`src/rtl/noc_pkg.sv`:
```
// noc_pkg: message layout shared by mesh nodes and the top-level mesh.
// Messages are {ttl, id}; msg_id()/msg_ttl() extract the fields.
package noc_pkg;

    localparam int DATA_W = 8;
    localparam int ID_W   = 5;
    localparam int TTL_W  = DATA_W - ID_W;

    typedef struct packed {
        logic [TTL_W-1:0] ttl;
        logic [ID_W-1:0]  id;
    } msg_t;

    function automatic logic [ID_W-1:0] msg_id(msg_t m);
        return m.id;
    endfunction

    function automatic logic [TTL_W-1:0] msg_ttl(msg_t m);
        return m.ttl;
    endfunction

endpackage

```
`src/rtl/noc_fifo.sv`:
```
// noc_fifo: synchronous valid/ready FIFO, DEPTH a power of two.
// Ports: clk, rstn (async active-low), push/push_data write side with full,
//        out_valid/out_ready/out_data read side, count = occupancy.
// When empty, out_data keeps showing the last entry popped.
module noc_fifo #(
    parameter int W     = 8,
    parameter int DEPTH = 4
) (
    input  logic                     clk,
    input  logic                     rstn,
    input  logic                     push,
    input  logic [W-1:0]             push_data,
    output logic                     full,
    output logic                     out_valid,
    input  logic                     out_ready,
    output logic [W-1:0]             out_data,
    output logic [$clog2(DEPTH):0]   count
);

    localparam int AW = $clog2(DEPTH);
    localparam logic [AW:0] FULL_CNT = (AW+1)'(DEPTH);

    logic [W-1:0]  mem [DEPTH];
    logic [AW-1:0] wr_ptr, rd_ptr;
    logic [W-1:0]  last_q;
    logic          do_push, do_pop;

    assign full      = count == FULL_CNT;
    assign out_valid = count != '0;
    assign out_data  = out_valid ? mem[rd_ptr] : last_q;
    assign do_push   = push & ~full;
    assign do_pop    = out_valid & out_ready;

    always_ff @(posedge clk) begin
        if (do_push) mem[wr_ptr] <= push_data;
    end

    // Pointers are AW bits wide, so they wrap modulo DEPTH on their own.
    always_ff @(posedge clk or negedge rstn) begin
        if (!rstn) begin
            wr_ptr <= '0;
            rd_ptr <= '0;
            count  <= '0;
            last_q <= '0;
        end else begin
            if (do_push) wr_ptr <= wr_ptr + 1'b1;
            if (do_pop) begin
                rd_ptr <= rd_ptr + 1'b1;
                last_q <= mem[rd_ptr];
            end
            count <= count + {{AW{1'b0}}, do_push} - {{AW{1'b0}}, do_pop};
        end
    end

endmodule

```
`src/rtl/epidemic_ingress_filter.sv`:
```
// epidemic_ingress_filter: per-link ingress stage; drops duplicate and
// expired epidemic messages, decrements TTL on survivors and buffers them.
// Ports: clk, rstn (async active-low);
//        in_valid/in_ready/in_data  upstream link, message {ttl,id};
//        out_valid/out_ready/out_data  FIFO head {ttl-1,id} towards node;
//        seen_clr  clears the seen-ID bitmap;
//        drop_dup/drop_ttl  registered one-cycle drop pulses;
//        fifo_count occupancy; dup_cnt/ttl_cnt saturating drop counters.
module epidemic_ingress_filter #(
    parameter int DATA_W = noc_pkg::DATA_W,
    parameter int ID_W   = noc_pkg::ID_W,
    parameter int TTL_W  = noc_pkg::TTL_W,
    parameter int DEPTH  = 4,
    parameter int CNT_W  = 8
) (
    input  logic                   clk,
    input  logic                   rstn,
    input  logic                   in_valid,
    output logic                   in_ready,
    input  logic [DATA_W-1:0]      in_data,
    output logic                   out_valid,
    input  logic                   out_ready,
    output logic [DATA_W-1:0]      out_data,
    input  logic                   seen_clr,
    output logic                   drop_dup,
    output logic                   drop_ttl,
    output logic [$clog2(DEPTH):0] fifo_count,
    output logic [CNT_W-1:0]       dup_cnt,
    output logic [CNT_W-1:0]       ttl_cnt
);

    logic [ID_W-1:0]      in_id;
    logic [TTL_W-1:0]     in_ttl, ttl_dec;
    logic [2**ID_W-1:0]   seen_q, seen_base, seen_nxt;
    logic                 full, accept, is_dup, ttl_zero, push;

    assign in_id    = in_data[ID_W-1:0];
    assign in_ttl   = in_data[DATA_W-1:ID_W];
    assign ttl_dec  = in_ttl - 1'b1;
    assign in_ready = ~full;
    assign accept   = in_valid & in_ready;
    assign ttl_zero = in_ttl == '0;

    // A clear in the accept cycle takes effect before classification, so the
    // accepted ID is judged against an empty map and ends up the only bit set.
    always_comb begin
        seen_base = seen_clr ? '0 : seen_q;
        seen_nxt  = seen_base;
        if (accept) seen_nxt[in_id] = 1'b1;
    end

    assign is_dup = seen_base[in_id];
    assign push   = accept & ~is_dup & ~ttl_zero;

    always_ff @(posedge clk or negedge rstn) begin
        if (!rstn) begin
            seen_q   <= '0;
            drop_dup <= 1'b0;
            drop_ttl <= 1'b0;
            dup_cnt  <= '0;
            ttl_cnt  <= '0;
        end else begin
            seen_q   <= seen_nxt;
            drop_dup <= accept & is_dup;
            drop_ttl <= accept & ~is_dup & ttl_zero;
            if (accept & is_dup & ~&dup_cnt) dup_cnt <= dup_cnt + 1'b1;
            if (accept & ~is_dup & ttl_zero & ~&ttl_cnt) ttl_cnt <= ttl_cnt + 1'b1;
        end
    end

    noc_fifo #(
        .W     (DATA_W),
        .DEPTH (DEPTH)
    ) u_fifo (
        .clk       (clk),
        .rstn      (rstn),
        .push      (push),
        .push_data ({ttl_dec, in_id}),
        .full      (full),
        .out_valid (out_valid),
        .out_ready (out_ready),
        .out_data  (out_data),
        .count     (fifo_count)
    );

endmodule

```
`config.mk`:
```
export PLATFORM = sky130hd
export DESIGN_NAME = epidemic_ingress_filter
export DESIGN_NICKNAME = d
export VERILOG_FILES = /design/src/rtl/noc_pkg.sv /design/src/rtl/noc_fifo.sv /design/src/rtl/epidemic_ingress_filter.sv
export SDC_FILE = /design/constraint.sdc
export NUM_CORES = 1
export LEC_CHECK = 0
export CAP_MARGIN = 20
export CORE_MARGIN = 5
export CORE_UTILIZATION = 51
export DETAILED_ROUTE_END_ITERATION = 10
export PLACE_DENSITY = 0.73
export SLEW_MARGIN = 0
export SYNTH_ARGS = -nofsm -noshare
export SYNTH_HDL_FRONTEND = slang
export SYNTH_HIERARCHICAL = 1
export SYNTH_SLANG_ARGS = --single-unit
```
`constraint.sdc`:
```
create_clock -name clk -period 4.2 [get_ports clk]
set_input_delay 0.84 -clock clk [delete_from_list [all_inputs] [get_ports clk]]
set_output_delay 0.84 -clock clk [all_outputs]
set_load 0.05 [all_outputs]
```
==> out/results.ini, run 1 <==
[global_route]
grt.overflow.total=0
grt_pass1_wl_um=14500
grt_start_max_net_pins=47
grt_antenna_before_repair=0
grt_util_all_layers_pct=16.6
grt_pass1_vias=2886

[timing]
finClkSkew_ps=11.0
final_max_slew_viol_count=0
rsz0062_at_grt=no
finalHoldViolations=0
worst_pin_slew_ps=568
relSlewSlack_pct=62.2
finalSetupTns_ps=0
finalSetupViolCount=0
timing.fmax_mhz=267
fin_crit_sh_pct=89.2
fin_crit_ps=3750

[synth]
yosysTopAreaCell=dfrtp_1
ys_warn_count=6
synth_top_family_by_area=multiplexers
synth_flop_cell=dfrtp_1
synth_cell_types=40
synth-seq-area-share_pct=57.8
synth.avg_cell_area_sq_um=13.2
syn_nets=362
synth_edf_count=32
yosys-top-cells-area=dfrtp_1 (36%), edfxtp_1 (21%), o22ai_1 (6.2%), mux2_4 (5.7%), mux4_2 (4.0%)
synth.area.mux_share_pct=14.1
synth_simple_gate_area_share_pct=8.95
synthAdderAreaFrac_pct=3.24
synth_compound_area_share_pct=6.83
postSynth.asyncResetShare_pct=67.0
netlist.area_leader.share_pct=36.4
synth-xor-area-share_pct=3.52
syn-cell-area_sq_um=4470
syn_inst=338
synth-seq-cells=97

[cells_and_area]
drive_gt1_share_pct=14.6
nNetsFinal=415
area_growth_pct=17.8
fill_cells=684
diodes=0
layout.cells.non_filler=504

[routing]
routed_via_density=5.49
antenna_left=0
dr.pass1.iters=4
drc=0
drt_wl_total_um=8620
vias=2769
wl_per_cell_um=17.1
drt_first_iter_violations=150

[setup_path]
r2r-end=u_fifo/count[2]
start_kind=input pin
r2r-start=seen_q[1]
critPathLaunch=seen_clr
crit_fanout=8
r2r_slack_ps=1380
critical_path.endpoint=u_fifo/count[2]
required_ps=4440
critPathArrivalTime_ps=3990
worstSetupPathType=input pin to flop
ff2ff_path_depth=15
end_kind=flop

[placement]
io_buffers=43
gp_congestion=0.903
dp_hpwl_um=6070
dp_cells=487

[floorplanning]
core.rowCount=34
die_w_um=104
start_util_pct=51.8
die_y_um=104
dieArea_sq_um=10700
ios=44
core_sq_um=8640

[hold_path]
hold_path.class=input pin to asynchronous set/reset pin

[power_and_ir_drop]
powerDensity_nw_per_um2=620
power_leakage_nw=2.19
vdd_drop_max_mv=0.275

[clock_network]
clockBufferDepth=2
clock_sinks=97
cts_buffers=9
htreeDepth=3
post-cts-setup-buffers=0
cts_resized=0
ctsHoldBuffers=0
cts_tree=built
clk_latency_ps=360
clk_pin_slew_worst_paths_ps=80
clockRootBuffer=clkbuf_8

[job]
maxCapViolations=0

[run_status]
status=finished, final reports clean

==> where the power goes <==
group          switching, mW  internal, mW
Sequential             0.154          1.14
Clock                  0.305         0.329
Combinational          0.747         0.590
==> cells in the mapped netlist (4+ instances only) <==
cell / count
xnor2_1: 10
nand3b_1: 4
and2_1: 4
inv_1: 43
o22ai_1: 44
nand3_1: 10
edfxtp_1: 32
and3_1: 8
mux2_4: 17
nor2_1: 5
clkbuf_1: 4
nand2_1: 8
mux4_2: 8
xor2_1: 8
mux2i_1: 16
ha_1: 10
dfrtp_1: 65
==> cell families (layout without fill, tap and decap cells) <==
family	count (synthesis)	count (layout)
DFF	97	97
and+or+nand+nor	64	64
buffers and inverters	56	114
AOI/OAI and AO/OA	48	48
muxes	44	44
xor gates and xnor gates	18	18
adders and majority gates	11	11
==> state kept, by name, summed over array words and instances, names as in the netlist <==
name           cells
seen_q            32
u_fifo/mem        32
dup_cnt            8
ttl_cnt            8
u_fifo/last_q      8
u_fifo/count       3
u_fifo/rd_ptr      2
u_fifo/wr_ptr      2
drop_dup           1
drop_ttl           1
==> cell usage in the layout, fill, tap and decap left out, drive strengths merged, types with 6 or more instances in the layout <==
cell / synthesis / final
dfrtp: 65 / 65
o22ai: 44 / 44
inv: 43 / 43
clkdlybuf4s50: 0 / 42
edfxtp: 32 / 32
mux2: 20 / 20
mux2i: 16 / 16
buf: 9 / 13
nand3: 10 / 10
xnor2: 10 / 10
ha: 10 / 10
clkbuf: 4 / 9
nand2: 9 / 9
xor2: 8 / 8
and3: 8 / 8
mux4: 8 / 8
nor2: 6 / 6
==> critical path, cell delays in order <==
cell             delay (ps)
clkdlybuf4s50_1         540
or2_1                   350
o22ai_1                 210
o22ai_1                 110
or3_4                   420
nor2_4                  100
nor3_1                   50
nor2b_2                 160
inv_1                    80
ha_1                    220
inv_1                    60
ha_1                    140
inv_1                    50
fa_1                    380
xnor2_1                 150
xnor2_1                 130
==> worst min path at each step <==
stage,endpoint,slack [ps],cells after the start
floorplan,u_fifo/last_q[7],480,1
global placement,dup_cnt[5],500,1
detailed placement,dup_cnt[5],500,1
CTS,dup_cnt[5],510,1
global route,u_fifo/count[0],340,1
finish,u_fifo/last_q[7],350,1
==> metrics by stage <==
stage	power, mW	hold slack, ps	cell area, sq um	utilization (%)	setup WS, ps
3_5_place_dp	2.67	496	5040	58.4	98.1
3_3_place_gp	2.63	496	5040	58.4	220
6_report	3.27	346	5270	61.0	452
4_1_cts	3.31	510	5250	60.8	482
2_1_floorplan	2.28	482	4470	-	536
5_1_grt	3.44	340	5270	61.0	276
==> per-layer routing <==
metal / global-route usage [%] / share of wire, % / up-vias
met4: 5.37 / 1.5 / 0
met5: 0 / 0 / -
li1: - / - / 1319
met3: 5.35 / 4.3 / 14
met2: 27.6 / 51 / 54
met1: 20.5 / 44 / 1382
==> cell type report <==
class                   instances  area (sq um)  share of cell area, %
flip-flops and latches         97          2590                   49.1
multi-input cells             185          1640                   31.1
repair buffers                 55           541                   10.3
inverters                      43           161                   3.06
well taps                     108           135                   2.56
clock buffers                   9           124                   2.35
clock inverters                 7          85.1                   1.61
(Power assumes the default switching activity.)
==> run 2, diff against run 1 <==
SETUP_SLACK_MARGIN = 0.4   (was unset)
SYNTH_HIERARCHICAL = unset   (was 1)
==> run 2 against run 1 <==
Clock power is 12% lower. Design area decreased by 3.2%. Combinational power down 12%. Final cell count down 3.4%. Sequential share of layout area is 1.6 points higher. Synthesized area down 2.0%. Register-to-register slack barely moved. First-iteration DRC count down 10%. Worst hold slack gained 170 ps. Die area shrank 1.8%. Power is 7.5% lower.
==> out/results.ini, run 2 <==
[run_status]
status=finished, final reports clean

[routing]
antenna_left=0
drt_wl_total_um=8330
drc=0
top_layer_used=met4
wl_met3_um=348
drt_first_iter_violations=135
wl_per_cell_um=17.1
wl_met1_um=3930
vias=2726
wl_met2_um=3960
dr.pass1.iters=4
routed_via_density=5.60

[job]
maxCapViolations=0

[timing]
timing.fmax_mhz=287
rsz0062_at_grt=no
finClkSkew_ps=19.4
fin_crit_sh_pct=83.1
relSlewSlack_pct=42.4
finalHoldViolations=0
final_max_slew_viol_count=0
worst_pin_slew_ps=863
finalSetupViolCount=0
worst_hold_slack_ps=512
setup_ws_ps=710
finalSetupTns_ps=0
fin_crit_ps=3490

[synth]
synth_most_common_cell=dfrtp_1
synth_cell_types=40
synth.avg_cell_area_sq_um=13.3
yosysTopAreaCell=dfrtp_1
syn-cell-area_sq_um=4380
ys_warn_count=0
synth_flop_cell=dfrtp_1
synth_top_cells_by_count=dfrtp_1 (65), inv_1 (41), o22ai_1 (33)
postSynth.asyncResetShare_pct=67.0
synth_edf_count=32
yosys-top-cells-area=dfrtp_1 (37%), edfxtp_1 (22%), mux4_2 (6.7%), mux2_2 (5.1%), o22ai_1 (4.7%)
synth-seq-cells=97
syn_nets=354
syn_inst=330
synth-seq-area-share_pct=59.1
netlist.area_leader.share_pct=37.1

[clock_network]
htreeDepth=3
ctsHoldBuffers=0
clock_sinks=97
clk_latency_ps=360
post-cts-setup-buffers=0
clockBufferDepth=2
cts_buffers=9
clk_pin_slew_worst_paths_ps=100
clockRootBuffer=clkbuf_8
cts_resized=0
cts_tree=built

[global_route]
grt.overflow.total=0
grt_antenna_before_repair=0
grt_pass1_vias=2717
grt_util_all_layers_pct=17.0
grt_start_max_net_pins=39
grt_pass1_wl_um=13800

[setup_path]
end_kind=primary output
slowest_stage=dfrtp_1
path_cells=mux4_2, mux2_2, clkdlybuf4s50_1
crit_fanout=10
required_ps=3360
critPathArrivalTime_ps=2650
worstSetupPathType=flop to primary output
critPathMaxStageDelay_ps=700
start_kind=flop

[floorplanning]
core.rowCount=33
dieArea_sq_um=10500
ios=44
core_sq_um=8300
die_y_um=103
die_w_um=103
start_util_pct=52.8

[cells_and_area]
final_common_cell=dfrtp_1
nNetsFinal=401
reg_top3=seen_q x32, u_fifo.mem x32
fin_area_sq_um=5100
fill_cells=646
area_growth_pct=16.4
register_area_sq_um=2590
multiInputGateArea_sq_um=1570
final_cell_mix=dfrtp_1 (65), clkdlybuf4s50_1 (42), inv_1 (41)
drive_gt1_share_pct=16.0
diodes=0
layout.cells.non_filler=487
utilization_pct=61.5

[placement]
gp_congestion=0.784
io_buffers=43
placed_area_sq_um=4920
dp_cells=471
dp_hpwl_um=5700
dp_slack_ps=446

[hold_path]
hold_path.class=flop to flop

[power_and_ir_drop]
vdd_drop_max_mv=0.284
powerDensity_nw_per_um2=593
total_power_mw=3.03
power_leakage_nw=2.01

[run 2: cells by family after synthesis]
family,count (synthesis),synth area share (%)
DFF,97,59.1
adders and majority gates,11,3.31
AOI/OAI and AO/OA,41,6.31
and+or+nand+nor,69,9.45
muxes,40,13.4
xor gates and xnor gates,17,3.40
buffers and inverters,55,5.03
[run 2: worst max-delay path, delay by kind of cell, from the launching register on]
family | cells | cell delay (ps)
mux | 2 | 880
flops | 1 | 700
buf+inv | 1 | 700
[run 2: per-layer routing]
layer | track usage [%] | vias to the layer above
li1 | - | 1280
met1 | 23.9 | 1385
met2 | 26.7 | 53
met3 | 3.72 | 8
met4 | 5.25 | 0
met5 | 0 | -
[run 2: final timing paths]
path | startpoint | endpoint | slack [ps] | cells past startpoint
worst max register to register | u_fifo.count[2] | u_fifo.count[2] | 1390 | 8
worst max-delay path | u_fifo.rd_ptr[0] | out_data[4] | 710 | 3
worst min register to register | dup_cnt[4] | dup_cnt[4] | 510 | 1
max in group asynchronous | rstn | seen_q[11] | 2730 | 2
worst min-delay path | dup_cnt[4] | dup_cnt[4] | 510 | 1
min in group asynchronous | rstn | u_fifo.last_q[4] | 570 | 1
[run 2: cell type report]
| type | instances | area share (%) |
|---|---|---|
| clock buffers | 10 | 2.50 |
| clock inverters | 6 | 0.957 |
| inverters | 41 | 3.02 |
| multi-input cells | 178 | 30.9 |
| flip-flops and latches | 97 | 50.7 |
| well taps | 105 | 2.58 |
| repair buffers | 50 | 9.37 |
[run 2: where the power goes]
group	total (mW)	switching (mW)	internal, mW
Clock	0.556	0.335	0.222
Sequential	1.28	0.134	1.15
Combinational	1.18	0.701	0.483
Total	3.03	1.17	1.86
==> run 3, diff against run 2 <==
clock period = 3.4 ns   (was 4.2 ns; I/O delays follow)
==> run 3 against run 2 <==
Final cell count is 3.9% higher. Clock power is 45% higher. Sequential cell count stayed put. Critical path depth is 8 higher. Via count is 0.77% higher. Worst hold slack worse by 250 ps. Register-to-register slack worse by 600 ps. Critical endpoint is now u_fifo.count[2].
==> out/results.ini, run 3 (synthesis results as in run 2) <==
[run_status]
status=finished, final reports clean

[floorplanning]
dieArea_sq_um=10500
ios=44
start_util_pct=52.8
die_y_um=103
die_w_um=103
core.rowCount=33
core_sq_um=8300

[setup_path]
start_kind=input pin
crit_fanout=6
required_ps=3690
end_kind=flop
worstSetupPathType=input pin to flop
critPathArrivalTime_ps=3230

[cells_and_area]
diodes=0
final_common_cell=dfrtp_1
drive_gt1_share_pct=21.4
nNetsFinal=420
final_cell_mix=dfrtp_1 (63), inv_1 (41), o22ai_1 (32), edfxtp_1 (32), clkdlybuf4s50_1 (29)
reg_top3=seen_q x32, u_fifo.mem x32
area_growth_pct=21.9

[power_and_ir_drop]
powerDensity_nw_per_um2=727
vdd_drop_max_mv=0.381
power_leakage_nw=2.20

[timing]
worst_hold_slack_ps=261
finalSetupViolCount=0
finalSetupTns_ps=0
worst_pin_slew_ps=516
timing.fmax_mhz=340
relSlewSlack_pct=65.5
finClkSkew_ps=19.5
rsz0062_at_grt=no
fin_crit_sh_pct=86.4
finalHoldViolations=0
fin_crit_ps=2940
final_max_slew_viol_count=0

[global_route]
grt_pass1_vias=2955
grt_pass1_wl_um=14800
grt_util_all_layers_pct=18.1
grt_antenna_before_repair=0
grt.overflow.total=0
grt_start_max_net_pins=27

[clock_network]
clockBufferDepth=2
htreeDepth=3
clock_sinks=97
clockRootBuffer=clkbuf_8
cts_buffers=9
clk_latency_ps=370
ctsHoldBuffers=0
cts_resized=9
clk_pin_slew_worst_paths_ps=110
cts_tree=built
post-cts-setup-buffers=0

[placement]
gp_congestion=0.771
dp_hpwl_um=6230
io_buffers=43

[routing]
drc=0
vias=2747
drt_wl_total_um=8620
wl_per_cell_um=17.0
antenna_left=0
dr.pass1.iters=4
routed_via_density=5.43
drt_first_iter_violations=128

[hold_path]
hold_path.class=input pin to asynchronous set/reset pin

[job]
maxCapViolations=0

run 3: cell types whose count changed in the layout (fill, tap and decap cells not counted), moves of 2 or more:
cell and delta:
buf_12 +4, buf_4 +14, clkbuf_2 +2, clkdlybuf4s50_1 -13
clkinvlp_4 -2, dfrtp_1 -2, dfrtp_2 +2, dlygate4sd2_1 +6
dlymetal6s2s_1 +5, inv_8 +2
run 3: path summary, 6_finish.rpt:
kind                                      start               end  slack (ps)  cells past startpoint
worst max register to register  u_fifo.count[2]   u_fifo.count[2]         790                      8
worst min-delay path                       rstn  u_fifo.last_q[2]         260                      1
worst max-delay path                 in_data[1]   u_fifo.count[2]         460                     11
worst min register to register       dup_cnt[4]        dup_cnt[4]         500                      1
max in group asynchronous                  rstn         seen_q[5]        2390                      2
min in group clk                     dup_cnt[4]        dup_cnt[4]         500                      1
run 3: worst max-delay path: stages:
cell,delay [ps]
clkdlybuf4s50_1,570
buf_4,180
nand2b_1,90
o22a_1,230
o2bb2ai_1,260
nor3_4,80
nor3b_4,160
ha_1,230
fa_1,380
xnor2_1,210
xnor2_1,140
run 3: per-stage QoR:
| step | cells | cell area (sq um) | setup slack [ps] | total power, mW | util (%) |
|---|---|---|---|---|---|
| after global routing | 506 | 5340 | 347 | 4.10 | 64.4 |
| after floorplan | 330 | 4390 | 464 | 2.64 | - |
| after global placement | 490 | 5120 | 75.4 | 3.14 | 61.7 |
| after detailed placement | 490 | 5120 | 33.5 | 3.19 | 61.7 |
| after CTS | 506 | 5330 | 421 | 3.94 | 64.2 |
| final | 506 | 5340 | 461 | 3.89 | 64.4 |
run 3: layout make-up:
class | instances | area [sq um]
clock buffer | 9 | 124
clock inverter | 7 | 93.8
fill | 596 | 2960
inverter | 41 | 154
multi-input combinational | 178 | 1580
sequential | 97 | 2590
tap | 105 | 131
timing repair buffer | 69 | 669
run 3: report_power, final:
group          switching (mW)  total (mW)  internal, mW
Sequential              0.153        1.58          1.42
Combinational           0.895        1.50         0.609
Clock                   0.443       0.805         0.362
run 3: layer usage:
layer  GRT usage, %  share of wire, %
met3           2.64               3.0
met1           24.3                45
met5              0                 0
met2           29.9                50
met4           7.27               1.9
